`src/rtl/gpu_cache_fill_ctrl_if.sv`:
```
// Fill-controller port bundle: pipeline fill requests/completions, VRAM read port, cache write ports.
// master = fill controller side, slave = pipeline/memory/cache environment side.
// Signal names follow the pixel-pipeline and VRAM port naming used elsewhere in the GPU.
interface gpu_cache_fill_ctrl_if;
    // Pixel pipeline fill requests and completions
    logic        requTexCacheUpdate;
    logic [16:0] adrTexCacheUpdate;
    logic        updateTexCacheComplete;
    logic        requClutCacheUpdate;
    logic [14:0] adrClutCacheUpdate;
    logic        updateClutCacheComplete;

    // Shared VRAM read port
    logic        o_memReq;
    logic [16:0] o_memAdr;
    logic [2:0]  o_memLen;
    logic        i_memAck;
    logic        i_memValid;
    logic [63:0] i_memData;

    // Cache write ports
    logic        o_texWrite;
    logic [16:0] o_texWrAdr;
    logic [63:0] o_texWrData;
    logic        o_clutWrite;
    logic [1:0]  o_clutWrIdx;
    logic [63:0] o_clutWrData;

    logic        o_fillBusy;

    modport master (
        input  requTexCacheUpdate, adrTexCacheUpdate,
        input  requClutCacheUpdate, adrClutCacheUpdate,
        input  i_memAck, i_memValid, i_memData,
        output updateTexCacheComplete, updateClutCacheComplete,
        output o_memReq, o_memAdr, o_memLen,
        output o_texWrite, o_texWrAdr, o_texWrData,
        output o_clutWrite, o_clutWrIdx, o_clutWrData,
        output o_fillBusy
    );

    modport slave (
        output requTexCacheUpdate, adrTexCacheUpdate,
        output requClutCacheUpdate, adrClutCacheUpdate,
        output i_memAck, i_memValid, i_memData,
        input  updateTexCacheComplete, updateClutCacheComplete,
        input  o_memReq, o_memAdr, o_memLen,
        input  o_texWrite, o_texWrAdr, o_texWrData,
        input  o_clutWrite, o_clutWrIdx, o_clutWrData,
        input  o_fillBusy
    );
endinterface

```
`src/rtl/gpu_cache_fill_ctrl.sv`:
```
// Tex$/CLUT$ fill arbiter: grants one miss fill at a time to VRAM, writes returned beats, pulses completion.
// Latency: request->o_memReq 1 cycle; beat->cache write 1 cycle; last beat->complete 1 cycle.
// Backpressure: o_memReq held until i_memAck; beats may arrive with gaps; pending requests wait in IDLE.
module gpu_cache_fill_ctrl (
    input  logic                         clk,
    input  logic                         i_nrst,
    gpu_cache_fill_ctrl_if.master        bus
);

    typedef enum logic [1:0] {
        S_IDLE = 2'd0,
        S_REQ  = 2'd1,
        S_DATA = 2'd2,
        S_DONE = 2'd3
    } state_t;

    state_t      r_state;
    logic        r_owner_clut;   // 0 = Tex owns the fill, 1 = CLUT owns it
    logic [16:0] r_adr;          // latched start address, frozen until DONE
    logic [2:0]  r_len;
    logic [1:0]  r_cnt;          // beats received in the current burst
    logic        r_guard_tex;    // hides a just-completed Tex request for one IDLE cycle
    logic        r_guard_clut;

    logic        r_mem_req;
    logic        r_tex_write;
    logic [16:0] r_tex_wr_adr;
    logic [63:0] r_tex_wr_data;
    logic        r_clut_write;
    logic [1:0]  r_clut_wr_idx;
    logic [63:0] r_clut_wr_data;
    logic        r_tex_complete;
    logic        r_clut_complete;
    logic        r_fill_busy;

    logic        w_tex_req;
    logic        w_clut_req;
    logic        w_last_beat;

    // The cache hit logic lags a completion by a cycle, so a still-high level is masked once.
    assign w_tex_req   = bus.requTexCacheUpdate  & ~r_guard_tex;
    assign w_clut_req  = bus.requClutCacheUpdate & ~r_guard_clut;
    // Tex lines are a single beat; CLUT lines end on the fourth.
    assign w_last_beat = r_owner_clut ? (r_cnt == 2'd3) : 1'b1;

    // Fill sequencer: arbitration, VRAM request handshake, beat capture, completion.
    always_ff @(posedge clk or negedge i_nrst) begin
        if (!i_nrst) begin
            r_state         <= S_IDLE;
            r_owner_clut    <= 1'b0;
            r_adr           <= 17'd0;
            r_len           <= 3'd0;
            r_cnt           <= 2'd0;
            r_guard_tex     <= 1'b0;
            r_guard_clut    <= 1'b0;
            r_mem_req       <= 1'b0;
            r_tex_write     <= 1'b0;
            r_tex_wr_adr    <= 17'd0;
            r_tex_wr_data   <= 64'd0;
            r_clut_write    <= 1'b0;
            r_clut_wr_idx   <= 2'd0;
            r_clut_wr_data  <= 64'd0;
            r_tex_complete  <= 1'b0;
            r_clut_complete <= 1'b0;
            r_fill_busy     <= 1'b0;
        end else begin
            // Strobes and completion pulses are single-cycle by default.
            r_tex_write     <= 1'b0;
            r_clut_write    <= 1'b0;
            r_tex_complete  <= 1'b0;
            r_clut_complete <= 1'b0;

            case (r_state)
                S_IDLE: begin
                    // Guards only cover the first IDLE cycle after a completion.
                    r_guard_tex  <= 1'b0;
                    r_guard_clut <= 1'b0;
                    if (w_tex_req) begin
                        r_owner_clut <= 1'b0;
                        r_adr        <= bus.adrTexCacheUpdate;
                        r_len        <= 3'd1;
                        r_cnt        <= 2'd0;
                        r_mem_req    <= 1'b1;
                        r_fill_busy  <= 1'b1;
                        r_state      <= S_REQ;
                    end else if (w_clut_req) begin
                        r_owner_clut <= 1'b1;
                        r_adr        <= {bus.adrClutCacheUpdate, 2'b00};
                        r_len        <= 3'd4;
                        r_cnt        <= 2'd0;
                        r_mem_req    <= 1'b1;
                        r_fill_busy  <= 1'b1;
                        r_state      <= S_REQ;
                    end
                end

                S_REQ: begin
                    // Data in the ack cycle itself is not captured: capture starts in DATA.
                    if (bus.i_memAck) begin
                        r_mem_req <= 1'b0;
                        r_state   <= S_DATA;
                    end
                end

                S_DATA: begin
                    if (bus.i_memValid) begin
                        r_cnt <= r_cnt + 2'd1;
                        if (r_owner_clut) begin
                            r_clut_write   <= 1'b1;
                            r_clut_wr_idx  <= r_cnt;
                            r_clut_wr_data <= bus.i_memData;
                        end else begin
                            r_tex_write    <= 1'b1;
                            r_tex_wr_adr   <= r_adr;
                            r_tex_wr_data  <= bus.i_memData;
                        end
                        // Completion pulse lines up with the final write strobe.
                        if (w_last_beat) begin
                            r_tex_complete  <= ~r_owner_clut;
                            r_clut_complete <= r_owner_clut;
                            r_state         <= S_DONE;
                        end
                    end
                end

                S_DONE: begin
                    r_guard_tex  <= ~r_owner_clut;
                    r_guard_clut <= r_owner_clut;
                    r_fill_busy  <= 1'b0;
                    r_state      <= S_IDLE;
                end

                default: begin
                    r_state     <= S_IDLE;
                    r_mem_req   <= 1'b0;
                    r_fill_busy <= 1'b0;
                end
            endcase
        end
    end

    // All outputs come straight from registers.
    assign bus.o_memReq                = r_mem_req;
    assign bus.o_memAdr                = r_adr;
    assign bus.o_memLen                = r_len;
    assign bus.o_texWrite              = r_tex_write;
    assign bus.o_texWrAdr              = r_tex_wr_adr;
    assign bus.o_texWrData             = r_tex_wr_data;
    assign bus.o_clutWrite             = r_clut_write;
    assign bus.o_clutWrIdx             = r_clut_wr_idx;
    assign bus.o_clutWrData            = r_clut_wr_data;
    assign bus.updateTexCacheComplete  = r_tex_complete;
    assign bus.updateClutCacheComplete = r_clut_complete;
    assign bus.o_fillBusy              = r_fill_busy;

endmodule

```
`src/flat_wrapper.sv`:
```
// flat-port wrapper written by rule: the top's interface ports become plain ports
module gpu_cache_fill_ctrl_flat 
  (clk, i_nrst, bus_requTexCacheUpdate, bus_adrTexCacheUpdate, bus_requClutCacheUpdate, bus_adrClutCacheUpdate, bus_i_memAck, bus_i_memValid, bus_i_memData, bus_updateTexCacheComplete, bus_updateClutCacheComplete, bus_o_memReq, bus_o_memAdr, bus_o_memLen, bus_o_texWrite, bus_o_texWrAdr, bus_o_texWrData, bus_o_clutWrite, bus_o_clutWrIdx, bus_o_clutWrData, bus_o_fillBusy);
  gpu_cache_fill_ctrl_if bus_i ();
  input  logic clk;
  input  logic i_nrst;
  input wire logic [$bits(bus_i.requTexCacheUpdate)-1:0] bus_requTexCacheUpdate;
  input wire logic [$bits(bus_i.adrTexCacheUpdate)-1:0] bus_adrTexCacheUpdate;
  input wire logic [$bits(bus_i.requClutCacheUpdate)-1:0] bus_requClutCacheUpdate;
  input wire logic [$bits(bus_i.adrClutCacheUpdate)-1:0] bus_adrClutCacheUpdate;
  input wire logic [$bits(bus_i.i_memAck)-1:0] bus_i_memAck;
  input wire logic [$bits(bus_i.i_memValid)-1:0] bus_i_memValid;
  input wire logic [$bits(bus_i.i_memData)-1:0] bus_i_memData;
  output wire logic [$bits(bus_i.updateTexCacheComplete)-1:0] bus_updateTexCacheComplete;
  output wire logic [$bits(bus_i.updateClutCacheComplete)-1:0] bus_updateClutCacheComplete;
  output wire logic [$bits(bus_i.o_memReq)-1:0] bus_o_memReq;
  output wire logic [$bits(bus_i.o_memAdr)-1:0] bus_o_memAdr;
  output wire logic [$bits(bus_i.o_memLen)-1:0] bus_o_memLen;
  output wire logic [$bits(bus_i.o_texWrite)-1:0] bus_o_texWrite;
  output wire logic [$bits(bus_i.o_texWrAdr)-1:0] bus_o_texWrAdr;
  output wire logic [$bits(bus_i.o_texWrData)-1:0] bus_o_texWrData;
  output wire logic [$bits(bus_i.o_clutWrite)-1:0] bus_o_clutWrite;
  output wire logic [$bits(bus_i.o_clutWrIdx)-1:0] bus_o_clutWrIdx;
  output wire logic [$bits(bus_i.o_clutWrData)-1:0] bus_o_clutWrData;
  output wire logic [$bits(bus_i.o_fillBusy)-1:0] bus_o_fillBusy;
  assign bus_i.requTexCacheUpdate = bus_requTexCacheUpdate;
  assign bus_i.adrTexCacheUpdate = bus_adrTexCacheUpdate;
  assign bus_i.requClutCacheUpdate = bus_requClutCacheUpdate;
  assign bus_i.adrClutCacheUpdate = bus_adrClutCacheUpdate;
  assign bus_i.i_memAck = bus_i_memAck;
  assign bus_i.i_memValid = bus_i_memValid;
  assign bus_i.i_memData = bus_i_memData;
  assign bus_updateTexCacheComplete = bus_i.updateTexCacheComplete;
  assign bus_updateClutCacheComplete = bus_i.updateClutCacheComplete;
  assign bus_o_memReq = bus_i.o_memReq;
  assign bus_o_memAdr = bus_i.o_memAdr;
  assign bus_o_memLen = bus_i.o_memLen;
  assign bus_o_texWrite = bus_i.o_texWrite;
  assign bus_o_texWrAdr = bus_i.o_texWrAdr;
  assign bus_o_texWrData = bus_i.o_texWrData;
  assign bus_o_clutWrite = bus_i.o_clutWrite;
  assign bus_o_clutWrIdx = bus_i.o_clutWrIdx;
  assign bus_o_clutWrData = bus_i.o_clutWrData;
  assign bus_o_fillBusy = bus_i.o_fillBusy;
  gpu_cache_fill_ctrl u_core (.clk(clk), .i_nrst(i_nrst), .bus(bus_i));
endmodule
```
`config.mk`:
```
export PLATFORM = sky130hd
export DESIGN_NAME = gpu_cache_fill_ctrl_flat
export DESIGN_NICKNAME = d
export VERILOG_FILES = /design/src/rtl/gpu_cache_fill_ctrl_if.sv /design/src/rtl/gpu_cache_fill_ctrl.sv /design/src/flat_wrapper.sv
export SDC_FILE = /design/constraint.sdc
export NUM_CORES = 1
export LEC_CHECK = 0
export BUFFER_PORTS_ARGS = -buffer_cell sky130_fd_sc_hd__buf_4
export CAP_MARGIN = 0
export CORE_AREA = 2 2 123 125
export DETAILED_ROUTE_END_ITERATION = 10
export DIE_AREA = 0 0 125 127
export PLACE_DENSITY = 0.83
export SLEW_MARGIN = 20
export SYNTH_ARGS = -nofsm -noshare
export SYNTH_HDL_FRONTEND = slang
export SYNTH_SLANG_ARGS = --single-unit
```
`constraint.sdc`:
```
create_clock -name clk -period 2.2 [get_ports clk]
set_input_delay 0.55 -clock clk [delete_from_list [all_inputs] [get_ports clk]]
set_output_delay 0.55 -clock clk [all_outputs]
set_load 0.02 [all_outputs]
```
Yosys cells after proc, flatten, opt, wreduce, memory -nomap -nowiden
Cells that the tools add are included.
Widths: inputs -> output; s select.
{"block": "op_classes", "n_addsub": 1, "n_eq_ne": 8, "muxes": 35, "bitwise": 5, "reduce_logical": 12}
{"cell": "$mux 17", "count": 2}
{"cell": "$mux 1", "count": 17}
{"cell": "$mux 2", "count": 8}
{"cell": "$reduce_and 3->1", "count": 4}
{"cell": "$pmux 1 s2", "count": 4}
{"cell": "$pmux 2 s4", "count": 1}
{"cell": "$reduce_bool 2->1", "count": 4}
{"cell": "$eq 2x2->1 const B", "count": 3}
{"cell": "$mux 3", "count": 2}
{"cell": "$ne 2x2->1 const B", "count": 2}
{"cell": "$pmux 2 s2", "count": 1}
{"cell": "$reduce_and 2->1", "count": 2}
{"cell": "$reduce_and 4->1", "count": 1}
{"cell": "$ne 3x1->1 const B", "count": 1}
{"cell": "$not 1->1", "count": 3}
{"cell": "$add 2x1->2 const B", "count": 1}
{"cell": "$and 1x1->1", "count": 2}
{"cell": "$eq 2x1->1 const B", "count": 1}
{"cell": "$logic_not 2->1", "count": 1}
{"cell": "$ne 2x1->1 const B", "count": 1}
{"block": "totals", "ff_bits": 180, "inputBits": 102, "output_inout_bits": 173, "wordCells": 78}

Depth between registers and ports, before layout
{"block": "depth", "ltp_word": 5, "ltp_mapped": 9, "depth_no_buf": 6}

Least setup slack after synthesis
Ideal clock, no wire load.
{"block": "synth_timing", "kind": "register to register", "startpoint": "reg u_core.r_state[0]", "endpoint": "reg u_core.r_tex_wr_adr[11] (netlist: u_core.bus.o_texWrAdr[11])", "setup_time_ns": 0.125, "arrival_time_ns": 1.469, "required_ns": 2.075, "slack_ns": 0.606, "stages_incl_launch_ff": 7, "n_path_buf": 2, "synth_period_minus_slack_ns": 1.594, "cell_sequence": "dfrtp_1 inv_1 ha_1 buf_2 nand3_2 buf_2 mux2_2"}
{"block": "synth_between", "elab_chain_len": 2}
{"element": "start: declaration", "line": "gpu_cache_fill_ctrl.sv:17", "text": "state_t r_state;"}
{"element": "start signal: assignment", "line": "gpu_cache_fill_ctrl.sv:49", "text": "r_state <= S_IDLE;"}
{"element": "start signal: assignment", "line": "gpu_cache_fill_ctrl.sv:85", "text": "r_state <= S_REQ;"}
{"element": "start signal: assignment", "line": "gpu_cache_fill_ctrl.sv:93", "text": "r_state <= S_REQ;"}
{"element": "$eq 2x2->1", "line": "gpu_cache_fill_ctrl.sv:73", "text": "case (r_state)"}
{"element": "$reduce_and 3->1 (no source line)"}
{"element": "end signal: assignment", "line": "gpu_cache_fill_ctrl.sv:114", "text": "r_tex_wr_adr <= r_adr;"}
{"element": "end: declaration", "line": "gpu_cache_fill_ctrl.sv:27", "text": "logic [16:0] r_tex_wr_adr;"}
Every way passes these cells.
A chain may end at the register's enable or synchronous reset.

Worst setup path in the final report
{"block": "layout_timing", "startpoint": "reg u_core.r_state[0]", "endpoint": "reg u_core.r_tex_wr_adr[9] (netlist: u_core.bus.o_texWrAdr[9])"}
The elaborated chain is that of the path after synthesis.

==> results.yml <==
run_status:
  run_status: "complete, no violations"
placement:
  detailed_place.area_um2: 9180
  portBuffers: 273
  routabilityCongestion: 0.830
  detailedPlacementHpwl_um: 12700
routing:
  vias: 5245
  wirelength_um: 17100
  drc_errors: 0
  avgViaCountPerCell: 5.03
  wire_per_inst_um: 16.4
  antenna_violating_nets_post_route: 0
  detail_route.iter0.violations: 298
  dr.pass1.iters: 7
clock_tree:
  root_buffer: "sky130_fd_sc_hd__clkbuf_16"
  cts_buffer_depth: 2
  ctsHoldBuffers: 0
  clkTransAtPathRegs_ps: 60
  cts_buffers: 17
  post_cts_buffers: 0
  htree_levels: 4
  postCtsResizedCells: 0
  cts_sinks: 177
  cts_tree: "done"
  worst_skew_pair.late_latency_ps: 420
floorplanning:
  die_area_um2: 15900
  start_util: 0.475
  die_y_um: 127
  num_rows: 44
  floorplan.die.width_um: 125
  design.core.area_um2: 14400
  top_level_ports: 275
synth:
  synth_enable_flop_cells: 0
  synth.yosys.seq_area_share: 0.646
  number_of_library_cell_types_mapped_by_synthesis: 31
  syn-cell-area_um2: 6850
  synth_seq_cells: 177
  ys_async_sr_fraction: 1.00
  most_frequently_used_flop_master_after_synthesis: "sky130_fd_sc_hd__dfrtp_1"
  synth_cells: 570
  synth.avg_cell_area_um2: 12.0
  synth-warning-count: 0
  syn-num-nets: 678
global_routing:
  grt_pass1_wl_um: 27800
  first_global_vias: 5369
  grt.total_usage: 0.220
  antenna_found_initial: 0
  pin_count_of_the_biggest_net_entering_global_routing: 46
  globalRouteOverflowTotal: 0
layout:
  post_route_cells_drive_above_1_share: 0.436
  layout_common_cells: "280 x sky130_fd_sc_hd__buf_4, 202 x sky130_fd_sc_hd__nand2_1, 177 x sky130_fd_sc_hd__dfrtp_1, 47 x sky130_fd_sc_hd__mux2_2, 35 x sky130_fd_sc_hd__mux2_1"
  antenna_cells: 0
  final_area_um2: 9760
  final_common_cell: "sky130_fd_sc_hd__buf_4"
  layout.filler_cells: 1090
  layout.nets: 954
  area_delta_synth_final_pct: 42.5
setup_path:
  worst_setup_path_end_kind: "flip-flop"
  r2r_setup_slack_ps: 380
  critical_path.startpoint_type: "flip-flop"
  rr_startpoint: "u_core.r_state[0]"
  cp_max_fo: 27
  regToRegEndpoint: "u_core.bus.o_texWrAdr[9]"
  ff2ff_path_depth: 5
  worstSetupPathType: "flip-flop to flip-flop"
  arrival_ps: 2120
  worstPathRequired_ps: 2500
pwr:
  fin_total_pwr_mw: 16.2
  vdd_ir_drop_max_mv: 0.853
  p_leak_nw: 5.17
  cellPowerDensity_nw_per_um2: 1660
timing:
  clock_skew_ps: 6.40
  finalSetupViolations: 0
  hold-worst-slack_ps: 53.6
  fin_crit_sh: 0.826
  finalCriticalPeriod_ps: 1820
  slew_viol_final: 0
  slew_headroom: 0.535
  setup_repair_after_global_routing_missed_its_margin: "false"
  fin_setup_tns_ps: 0
  max_clock_freq_mhz: 550
  timing_hold_violations_final: 0
  worst-slew-pin-transition_ps: 697
flow_run:
  drv.max_cap_violation_count: 0
worst_hold_path:
  min_path_type: "input pin to asynchronous set/reset pin"
-- sequential cells by signal, indices dropped and copies added, names as in the netlist, 2 cells and up --
signal                   count
u_core.bus.o_clutWrData     64
u_core.bus.o_texWrData      64
u_core.bus.o_memAdr         17
u_core.bus.o_texWrAdr       17
u_core.bus.o_clutWrIdx       2
u_core.bus.o_memLen          2
u_core.r_cnt                 2
u_core.r_state               2
-- layer usage --
metal / routed length [um] / GRT usage / share of wire / vias to the layer above
met5: 0 / 0 / 0 / -
met4: 267 / 0.0725 / 0.016 / 0
met2: 8470 / 0.364 / 0.50 / 212
li1: - / - / - / 2423
met1: 6850 / 0.271 / 0.40 / 2588
met3: 1460 / 0.0804 / 0.086 / 22
-- cell usage after synthesis, types with 2 or more instances --
cell	count	share of area
sky130_fd_sc_hd__dfrtp_1	177	0.65
sky130_fd_sc_hd__mux2_1	35	0.058
sky130_fd_sc_hd__a222oi_1	15	0.022
sky130_fd_sc_hd__buf_4	7	0.0077
sky130_fd_sc_hd__mux2_2	47	0.077
sky130_fd_sc_hd__nand3_1	2	0.0015
sky130_fd_sc_hd__a21o_1	4	0.0044
sky130_fd_sc_hd__o21ai_0	6	0.0044
sky130_fd_sc_hd__a22o_1	3	0.0038
sky130_fd_sc_hd__a21oi_1	2	0.0015
sky130_fd_sc_hd__o22ai_1	2	0.0018
sky130_fd_sc_hd__ha_1	6	0.011
sky130_fd_sc_hd__buf_2	20	0.015
sky130_fd_sc_hd__buf_6	2	0.0033
sky130_fd_sc_hd__nand2b_4	2	0.0040
sky130_fd_sc_hd__clkbuf_1	3	0.0016
sky130_fd_sc_hd__nand2_1	202	0.11
sky130_fd_sc_hd__inv_2	2	0.0011
sky130_fd_sc_hd__inv_1	21	0.012
-- worst max-delay path by stage --
| stage | startpoint | end | slack (ps) | cells after the start |
|---|---|---|---|---|
| after global placement | u_core.r_state[0] | u_core.bus.o_texWrAdr[9] | 430 | 5 |
| after CTS | u_core.r_state[0] | u_core.bus.o_texWrAdr[9] | 360 | 5 |
| after floorplan | u_core.r_state[0] | u_core.bus.o_texWrAdr[11] | 610 | 6 |
| after global routing | u_core.r_state[0] | u_core.bus.o_memAdr[13] | 230 | 6 |
| after detailed placement | u_core.r_state[0] | u_core.bus.o_texWrData[20] | 380 | 5 |
| final | u_core.r_state[0] | u_core.bus.o_texWrAdr[9] | 380 | 5 |
-- through the flow --
step	utilization	setup slack [ps]	std cells
after global placement	0.637	432	1011
after CTS	0.677	365	1042
after floorplan	-	606	570
after global routing	0.677	232	1042
final	0.677	382	1042
after detailed placement	0.637	377	1011
-- logic make-up (layout without fill, tap and decap cells) --
group                      Yosys count  count (layout)  share of synthesized area
AOI/OAI and AO/OA                   36              36                     0.0429
adders and majority gates            6               6                     0.0110
buffers and inverters               55             343                     0.0398
DFF                                177             177                      0.646
muxes                               82              82                      0.135
other                                1               1                   0.000547
and+or+nand+nor                    213             213                      0.125
-- critical path, cell delays in order, from the launching register on --
cell and delay, ps:
sky130_fd_sc_hd__dfrtp_1 420, sky130_fd_sc_hd__inv_1 120, sky130_fd_sc_hd__ha_1 220, sky130_fd_sc_hd__nand3_4 300
sky130_fd_sc_hd__buf_12 290, sky130_fd_sc_hd__mux2_1 320
-- power breakdown --
| part | internal, mW | total, mW | switching, mW | leakage, nW |
|---|---|---|---|---|
| Sequential | 4.88 | 5.83 | 0.953 | 2.18 |
| Clock | 1.76 | 2.97 | 1.21 | 0.280 |
| Combinational | 3.36 | 7.43 | 4.07 | 2.71 |
| Total | 10.0 | 16.2 | 6.24 | 5.17 |
-- layout make-up --
type	count	area (um2)	share of cell area
sequential	177	4430	0.454
timing repair buffer	289	2270	0.233
multi-input combinational	338	2160	0.222
clock buffer	23	478	0.0489
tap	184	230	0.0236
clock inverter	8	103	0.0105
inverter	23	86.3	0.00884
Power figures use the tool's default switching activity.
